--- src/rtl/jtframe_video_pkg.sv ---
// Shared video timing constants and the blanking/sync range rule used by the
// counter stage, the blanking delay stage and other video blocks.
package jtframe_video_pkg;

  typedef struct packed {
    int unsigned cnt_start;
    int unsigned cnt_end;
    int unsigned b_start;
    int unsigned b_end;
    int unsigned s_start;
    int unsigned s_end;
  } axis_timing_t;

  // 384 pixels per line with 256 visible; 262 lines per frame with 224 visible
  localparam axis_timing_t H_TIMING_384 = '{
    cnt_start: 0, cnt_end: 383, b_start: 256, b_end: 0, s_start: 300, s_end: 332
  };
  localparam axis_timing_t V_TIMING_262 = '{
    cnt_start: 0, cnt_end: 261, b_start: 224, b_end: 0, s_start: 240, s_end: 243
  };

  // 256x224 visible area shares the 384x262 totals
  localparam int unsigned VISIBLE_W_256 = 256;
  localparam int unsigned VISIBLE_H_224 = 224;

  // True for s <= x < e; the region wraps when s > e and is empty when s == e
  function automatic logic in_range(input int unsigned x,
                                    input int unsigned s,
                                    input int unsigned e);
    if (s == e)     return 1'b0;
    else if (s < e) return (x >= s) && (x < e);
    else            return (x >= s) || (x < e);
  endfunction

endpackage

--- src/rtl/jtframe_blank_cnt.sv ---
// One timing axis: wrapping counter plus registered blank/sync flags that are
// decoded from the next count so they line up with the counter output.
module jtframe_blank_cnt
  import jtframe_video_pkg::*;
#(
  parameter int          W       = 9,
  parameter int unsigned START   = 0,
  parameter int unsigned END     = 383,
  parameter int unsigned B_START = 256,
  parameter int unsigned B_END   = 0,
  parameter int unsigned S_START = 300,
  parameter int unsigned S_END   = 332
) (
  input  logic         clk,
  input  logic         rst_n,
  input  logic         cen,
  input  logic         advance,
  output logic [W-1:0] cnt,
  output logic [W-1:0] nxt,
  output logic         wrap,
  output logic         blank_n,
  output logic         sync
);

  localparam logic [W-1:0] START_V = W'(START);
  localparam logic [W-1:0] END_V   = W'(END);

  if (64'(END) >= (64'd1 << W)) begin : g_bad_range
    $fatal(1, "jtframe_blank_cnt: END=%0d does not fit in %0d bits", END, W);
  end

  always_comb begin
    wrap = (cnt == END_V);
    nxt  = cnt;
    if (advance) nxt = wrap ? START_V : cnt + 1'b1;
  end

  // Flags refresh on every enable (not only on advance) so the first enable
  // after reset already yields correct values on the slow axis.
  always_ff @(posedge clk or negedge rst_n) begin
    if (!rst_n) begin
      cnt     <= START_V;
      blank_n <= 1'b0;
      sync    <= 1'b0;
    end else if (cen) begin
      cnt     <= nxt;
      blank_n <= !in_range(32'(nxt), B_START, B_END);
      sync    <= in_range(32'(nxt), S_START, S_END);
    end
  end

endmodule

--- src/rtl/jtframe_blank_gen.sv ---
// Video timing generator: H/V counters with registered blanking, sync and
// frame-start flags, all consistent with the counter values of the same cycle.
module jtframe_blank_gen
  import jtframe_video_pkg::*;
#(
  parameter int          HW         = 9,
  parameter int          VW         = 9,
  parameter int unsigned HCNT_START = 0,
  parameter int unsigned HCNT_END   = 383,
  parameter int unsigned HB_START   = 256,
  parameter int unsigned HB_END     = 0,
  parameter int unsigned HS_START   = 300,
  parameter int unsigned HS_END     = 332,
  parameter int unsigned VCNT_START = 0,
  parameter int unsigned VCNT_END   = 261,
  parameter int unsigned VB_START   = 224,
  parameter int unsigned VB_END     = 0,
  parameter int unsigned VS_START   = 240,
  parameter int unsigned VS_END     = 243
) (
  input  logic          clk,
  input  logic          rst_n,
  input  logic          pxl_cen,
  output logic [HW-1:0] H,
  output logic [VW-1:0] V,
  output logic          Hinit,
  output logic          Vinit,
  output logic          LHBL,
  output logic          LVBL,
  output logic          HS,
  output logic          VS
);

  localparam logic [HW-1:0] H_START_V = HW'(HCNT_START);
  localparam logic [VW-1:0] V_START_V = VW'(VCNT_START);

  logic [HW-1:0] h_nxt;
  logic [VW-1:0] v_nxt;
  logic          h_wrap;
  logic          v_wrap;

  jtframe_blank_cnt #(
    .W      (HW),
    .START  (HCNT_START),
    .END    (HCNT_END),
    .B_START(HB_START),
    .B_END  (HB_END),
    .S_START(HS_START),
    .S_END  (HS_END)
  ) u_hcnt (
    .clk    (clk),
    .rst_n  (rst_n),
    .cen    (pxl_cen),
    .advance(pxl_cen),
    .cnt    (H),
    .nxt    (h_nxt),
    .wrap   (h_wrap),
    .blank_n(LHBL),
    .sync   (HS)
  );

  jtframe_blank_cnt #(
    .W      (VW),
    .START  (VCNT_START),
    .END    (VCNT_END),
    .B_START(VB_START),
    .B_END  (VB_END),
    .S_START(VS_START),
    .S_END  (VS_END)
  ) u_vcnt (
    .clk    (clk),
    .rst_n  (rst_n),
    .cen    (pxl_cen),
    .advance(pxl_cen & h_wrap),
    .cnt    (V),
    .nxt    (v_nxt),
    .wrap   (v_wrap),
    .blank_n(LVBL),
    .sync   (VS)
  );

  always_ff @(posedge clk or negedge rst_n) begin
    if (!rst_n) begin
      Hinit <= 1'b1;
      Vinit <= 1'b1;
    end else if (pxl_cen) begin
      Hinit <= (h_nxt == H_START_V);
      Vinit <= (h_nxt == H_START_V) && (v_nxt == V_START_V);
    end
  end

  logic unused;
  assign unused = v_wrap;

endmodule

--- config.mk ---
export PLATFORM = sky130hd
export DESIGN_NAME = jtframe_blank_gen
export DESIGN_NICKNAME = d
export VERILOG_FILES = /design/src/rtl/jtframe_video_pkg.sv /design/src/rtl/jtframe_blank_cnt.sv /design/src/rtl/jtframe_blank_gen.sv
export SDC_FILE = /design/constraint.sdc
export NUM_CORES = 1
export LEC_CHECK = 0
export BUFFER_PORTS_ARGS = -buffer_cell sky130_fd_sc_hd__buf_2
export CAP_MARGIN = 20
export CELL_PAD_IN_SITES_DETAIL_PLACEMENT = 0
export CELL_PAD_IN_SITES_GLOBAL_PLACEMENT = 1
export CORE_ASPECT_RATIO = 1.1
export CORE_UTILIZATION = 42
export DETAILED_ROUTE_END_ITERATION = 10
export PLACE_DENSITY = 0.85
export SLEW_MARGIN = 20
export SYNTH_ARGS = -nofsm -noshare
export SYNTH_HDL_FRONTEND = slang
export SYNTH_HIERARCHICAL = 1
export SYNTH_SLANG_ARGS = --single-unit
--- constraint.sdc ---
create_clock -name clk -period 2.7 [get_ports clk]
set_clock_uncertainty 0.05 [all_clocks]
set_input_delay 0.27 -clock clk [delete_from_list [all_inputs] [get_ports clk]]
set_output_delay 0.27 -clock clk [all_outputs]
set_load 0.03 [all_outputs]
==> impl_metrics.prom <==
# TYPE chip_impl_metric gauge
chip_impl_info{name="top_usage_layer",value="met2"} 1
chip_impl_info{name="ys.flop_type",value="sky130_fd_sc_hd__dfrtp_1"} 1
chip_impl_metric{name="worstRegToRegCells",unit=""} 9
chip_impl_metric{name="rows",unit=""} 24
chip_impl_metric{name="postPlaceCellArea",unit="um2"} 1970
chip_impl_info{name="critPathSlowestCell",value="sky130_fd_sc_hd__dfrtp_2"} 1
chip_impl_metric{name="drt-total-wl",unit="um"} 3870
chip_impl_metric{name="slowest_delay",unit="ns"} 0.43
chip_impl_metric{name="synth_enable_flop_cells",unit=""} 0
chip_impl_metric{name="number_of_clock_sinks_seen_by_cts",unit=""} 24
chip_impl_metric{name="drt-pass1-iter-count",unit=""} 4
chip_impl_metric{name="dr.first_iter.drc_count",unit=""} 84
chip_impl_metric{name="groute.layer.met3.usage",unit="%"} 2.63
chip_impl_metric{name="htree_depth",unit=""} 1
chip_impl_metric{name="arr_time_crit_path",unit="ns"} 2.53
chip_impl_metric{name="globalRouteMet2Util",unit="%"} 31.6
chip_impl_metric{name="stdcell_count",unit=""} 285
chip_impl_metric{name="clkSlewWorstSetupHoldPaths",unit="ns"} 0.09
chip_impl_metric{name="post-synth-top-area-fraction",unit="%"} 31.5
chip_impl_info{name="cp_top_family",value="simple AND/OR/NAND/NOR gates"} 1
chip_impl_metric{name="whs",unit="ns"} 0.324
chip_impl_metric{name="postSynth.asyncResetShare",unit="%"} 100
chip_impl_metric{name="report.final.hold_viol_count",unit=""} 0
chip_impl_metric{name="insertion_delay",unit="ns"} 0.27
chip_impl_metric{name="cap_violations",unit=""} 0
chip_impl_info{name="crit-reg2reg-capture",value="u_vcnt/sync$_DFFE_PN0P_"} 1
chip_impl_metric{name="min_delay_path_depth",unit=""} 2
chip_impl_metric{name="grt_max_degree",unit=""} 25
chip_impl_metric{name="critical_path.n_buffers_inverters",unit=""} 0
chip_impl_metric{name="floorplan.die_area",unit="um2"} 4430
chip_impl_metric{name="post-place-ws",unit="ns"} 0.236
chip_impl_info{name="run_status",value="completed"} 1
chip_impl_metric{name="gp_congestion",unit=""} 0.899
chip_impl_info{name="startpoint_type",value="register"} 1
chip_impl_metric{name="post_synth_num_cell_types",unit=""} 49
chip_impl_metric{name="post_synth_instance_area",unit="um2"} 1750
chip_impl_metric{name="overflow",unit=""} 0
chip_impl_metric{name="crit_fanout",unit=""} 8
chip_impl_metric{name="grt.total_usage",unit="%"} 18.9
chip_impl_metric{name="drc",unit=""} 0
chip_impl_metric{name="vias",unit=""} 1524
chip_impl_metric{name="avgRoutedWirePerCell",unit="um"} 13.6
chip_impl_info{name="setup_repair_after_global_routing_missed_its_margin",value="false"} 1
chip_impl_info{name="crit_path_cell_trace",value="ha_2 -> nand2_1 -> nor4_2 -> and2_1 -> nand4_1 -> nor2_1 -> xor2_1 -> o211ai_1 -> o41ai_2"} 1
chip_impl_metric{name="max_freq",unit="MHz"} 415
chip_impl_metric{name="chipWidth",unit="um"} 63.6
chip_impl_info{name="synthTopCellsByArea",value="sky130_fd_sc_hd__dfrtp_1 (31%), sky130_fd_sc_hd__nand2_1 (5.1%), sky130_fd_sc_hd__xnor2_1 (5.0%), sky130_fd_sc_hd__xor2_1 (4.5%), sky130_fd_sc_hd__nor2_1 (4.3%)"} 1
chip_impl_info{name="timing.hold.worst_endpoint",value="u_hcnt/cnt[8]$_DFFE_PN0P_"} 1
chip_impl_metric{name="postSynthAreaPerCell",unit="um2"} 8.71
chip_impl_metric{name="fin_tns_setup",unit="ns"} 0
chip_impl_metric{name="drt-vias-per-instance",unit=""} 5.35
chip_impl_info{name="r2r_start",value="u_hcnt/cnt[0]$_DFFE_PN0P_"} 1
chip_impl_metric{name="final-setup-viol-count",unit=""} 0
chip_impl_metric{name="total_power",unit="mW"} 1.29
chip_impl_metric{name="place.detailed.hpwl",unit="um"} 2920
chip_impl_metric{name="global_route_wire_length_before_repair",unit="um"} 6640
chip_impl_metric{name="antennaDiodeCount",unit=""} 0
chip_impl_metric{name="synth.ff_latch_count",unit=""} 24
chip_impl_metric{name="final_design_area_no_fill",unit="um2"} 2040
chip_impl_metric{name="ant_nets",unit=""} 0
chip_impl_info{name="clock_tree_from_tritoncts",value="built"} 1
chip_impl_metric{name="floorplan.io_pins",unit=""} 27
chip_impl_metric{name="worstMarginPinSlew",unit="ns"} 0.567
chip_impl_metric{name="num-nets-final",unit=""} 240
chip_impl_metric{name="core-area",unit="um2"} 3960
chip_impl_metric{name="synthesized_nets",unit=""} 207
chip_impl_metric{name="synthesis.instances",unit=""} 201
chip_impl_metric{name="slew_violations",unit=""} 0
chip_impl_metric{name="finish.utilization",unit="%"} 51.6
chip_impl_metric{name="grt.met1_usage",unit="%"} 24.8
chip_impl_metric{name="worst_slack",unit="ns"} 0.290
chip_impl_metric{name="areaGrowthSynthToFinish",unit="%"} 16.8
chip_impl_metric{name="drive_gt1_share",unit="%"} 28.8
chip_impl_info{name="timing.setup.critical_path_class",value="register to register"} 1
chip_impl_info{name="hp-class",value="input port to register"} 1
chip_impl_metric{name="r2r_setup_slack",unit="ns"} 0.29
chip_impl_metric{name="place.detailed.instances",unit=""} 280
chip_impl_metric{name="vdd_ir_drop_max",unit="V"} 0.000302
chip_impl_metric{name="antenna_found_initial",unit=""} 0
chip_impl_metric{name="die_height",unit="um"} 69.7
chip_impl_metric{name="p_per_area",unit="nW/um2"} 630
chip_impl_metric{name="portbufs",unit=""} 26
chip_impl_metric{name="yosys_warnings",unit=""} 6
chip_impl_info{name="root_buffer",value="sky130_fd_sc_hd__clkbuf_8"} 1
chip_impl_metric{name="sequential_fraction_of_the_synthesis_area",unit="%"} 34.5
chip_impl_metric{name="maxSlewHeadroom",unit="%"} 62.2
chip_impl_metric{name="power.leakage",unit="nW"} 0.945
chip_impl_metric{name="critPathRequiredTime",unit="ns"} 2.82
chip_impl_metric{name="fin_crit_sh",unit="%"} 89.3
chip_impl_info{name="worst_hold_startpoint",value="pxl_cen"} 1
chip_impl_info{name="post-synth-top-area-cell",value="sky130_fd_sc_hd__dfrtp_1"} 1
chip_impl_metric{name="max-clock-path-buffers",unit=""} 2
chip_impl_metric{name="via_count_of_the_first_global_routing_pass",unit=""} 1462
chip_impl_metric{name="cts-buffers-inserted",unit=""} 3
chip_impl_metric{name="min_period",unit="ns"} 2.41
chip_impl_metric{name="floorplan.initialDensity",unit="%"} 44.2
chip_impl_info{name="setup.worst_path.end_class",value="register"} 1
==> metal layers <==
layer / part of all wire [%] / wire length [um] / vias to the layer above
met5: 0 / 0 / -
li1: - / - / 765
met3: 3.4 / 130 / 6
met1: 48 / 1860 / 714
met4: 1.6 / 62 / 0
met2: 47 / 1810 / 39
==> sequential cells by signal (all words and copies together) (netlist names) <==
signal          count
Hinit               1
Vinit               1
u_hcnt/blank_n      1
u_hcnt/cnt          9
u_hcnt/sync         1
u_vcnt/blank_n      1
u_vcnt/cnt          9
u_vcnt/sync         1
==> layout make-up <==
cell class	instances	area [um2]
fill	411	1920
tap	52	65.1
clock buffer	4	55.1
inverter	11	41.3
multi-input combinational	153	1030
sequential	24	604
timing repair buffer	41	245
==> cell families (layout without fill, tap and decap cells) <==
family | after synthesis | after routing | synth area share (%)
fa+ha+maj | 3 | 3 | 2.14
compound gates | 36 | 36 | 15.1
flops | 24 | 24 | 34.5
buf+inv | 24 | 56 | 6.93
simple gates | 86 | 86 | 26.4
mux | 9 | 9 | 5.50
xor+xnor | 19 | 19 | 9.51
==> where the power goes <==
group | switching (mW) | internal [mW]
Sequential | 0.0535 | 0.420
Clock | 0.119 | 0.130
Combinational | 0.339 | 0.226
==> worst register-to-register path: stages (launching register included) <==
cell and delay, ns:
sky130_fd_sc_hd__dfrtp_2 0.43, sky130_fd_sc_hd__ha_2 0.24, sky130_fd_sc_hd__nand2_1 0.07, sky130_fd_sc_hd__nor4_2 0.15, sky130_fd_sc_hd__and2_1 0.20, sky130_fd_sc_hd__nand4_1 0.24, sky130_fd_sc_hd__nor2_1 0.20, sky130_fd_sc_hd__xor2_1 0.21
sky130_fd_sc_hd__o211ai_1 0.16, sky130_fd_sc_hd__o41ai_2 0.34
==> synth_stat cells, types with 2 or more instances <==
cell type,n
sky130_fd_sc_hd__a211o_1,2
sky130_fd_sc_hd__buf_6,2
sky130_fd_sc_hd__mux2_2,5
sky130_fd_sc_hd__a21o_1,2
sky130_fd_sc_hd__buf_2,4
sky130_fd_sc_hd__nor3_1,7
sky130_fd_sc_hd__a32o_1,2
sky130_fd_sc_hd__dfrtp_1,22
sky130_fd_sc_hd__buf_4,3
sky130_fd_sc_hd__xor2_1,9
sky130_fd_sc_hd__o31ai_1,3
sky130_fd_sc_hd__nor4_1,2
sky130_fd_sc_hd__nor2b_1,2
sky130_fd_sc_hd__o21ai_0,9
sky130_fd_sc_hd__and2_1,2
sky130_fd_sc_hd__clkbuf_1,3
sky130_fd_sc_hd__nor2_1,20
sky130_fd_sc_hd__nand3_1,11
sky130_fd_sc_hd__inv_1,11
sky130_fd_sc_hd__nand2_1,24
sky130_fd_sc_hd__nand2b_1,2
sky130_fd_sc_hd__dfstp_2,2
sky130_fd_sc_hd__mux2i_1,4
sky130_fd_sc_hd__a21oi_1,5
sky130_fd_sc_hd__ha_1,3
sky130_fd_sc_hd__nand4_1,6
sky130_fd_sc_hd__o211ai_1,2
sky130_fd_sc_hd__xnor2_1,10
sky130_fd_sc_hd__o21a_1,2
==> what timing repair did <==
| action | CTS | global route |
|---|---|---|
| endpoints found under the setup margin | 0 | 1 |
| endpoints found under the hold margin | 22 | 0 |
| hold buffers | 1 | 0 |
| resized for setup | 0 | 2 |
| setup buffers | 0 | 0 |
==> worst max-delay path by stage <==
stage                                   start                      end  slack, ns  cells past startpoint
floorplan           u_hcnt/cnt[1]$_DFFE_PN0P_  u_vcnt/sync$_DFFE_PN0P_     0.0003                     10
global placement    u_hcnt/cnt[0]$_DFFE_PN0P_  u_vcnt/sync$_DFFE_PN0P_       0.31                      9
detailed placement  u_hcnt/cnt[0]$_DFFE_PN0P_  u_vcnt/sync$_DFFE_PN0P_       0.24                     10
CTS                 u_hcnt/cnt[0]$_DFFE_PN0P_  u_vcnt/sync$_DFFE_PN0P_       0.23                     10
global route        u_hcnt/cnt[0]$_DFFE_PN0P_  u_vcnt/sync$_DFFE_PN0P_       0.03                     10
finish              u_hcnt/cnt[0]$_DFFE_PN0P_  u_vcnt/sync$_DFFE_PN0P_       0.29                      9
==> cells in the final DEF, fill, tap and decap left out, types with 3 or more instances in the layout <==
master	Yosys	final
sky130_fd_sc_hd__xnor2_1	10	10
sky130_fd_sc_hd__nand4_1	6	6
sky130_fd_sc_hd__nand3_1	11	10
sky130_fd_sc_hd__mux2i_1	4	4
sky130_fd_sc_hd__buf_4	3	14
sky130_fd_sc_hd__a21oi_1	5	5
sky130_fd_sc_hd__o21ai_0	9	9
sky130_fd_sc_hd__xor2_1	9	9
sky130_fd_sc_hd__inv_1	11	11
sky130_fd_sc_hd__dfrtp_1	22	21
sky130_fd_sc_hd__nand2_1	24	24
sky130_fd_sc_hd__o31ai_1	3	3
sky130_fd_sc_hd__clkbuf_8	0	4
sky130_fd_sc_hd__mux2_2	5	5
sky130_fd_sc_hd__nor2_1	20	20
sky130_fd_sc_hd__buf_2	4	26
sky130_fd_sc_hd__nor3_1	7	7
(Power assumes the default switching activity.)
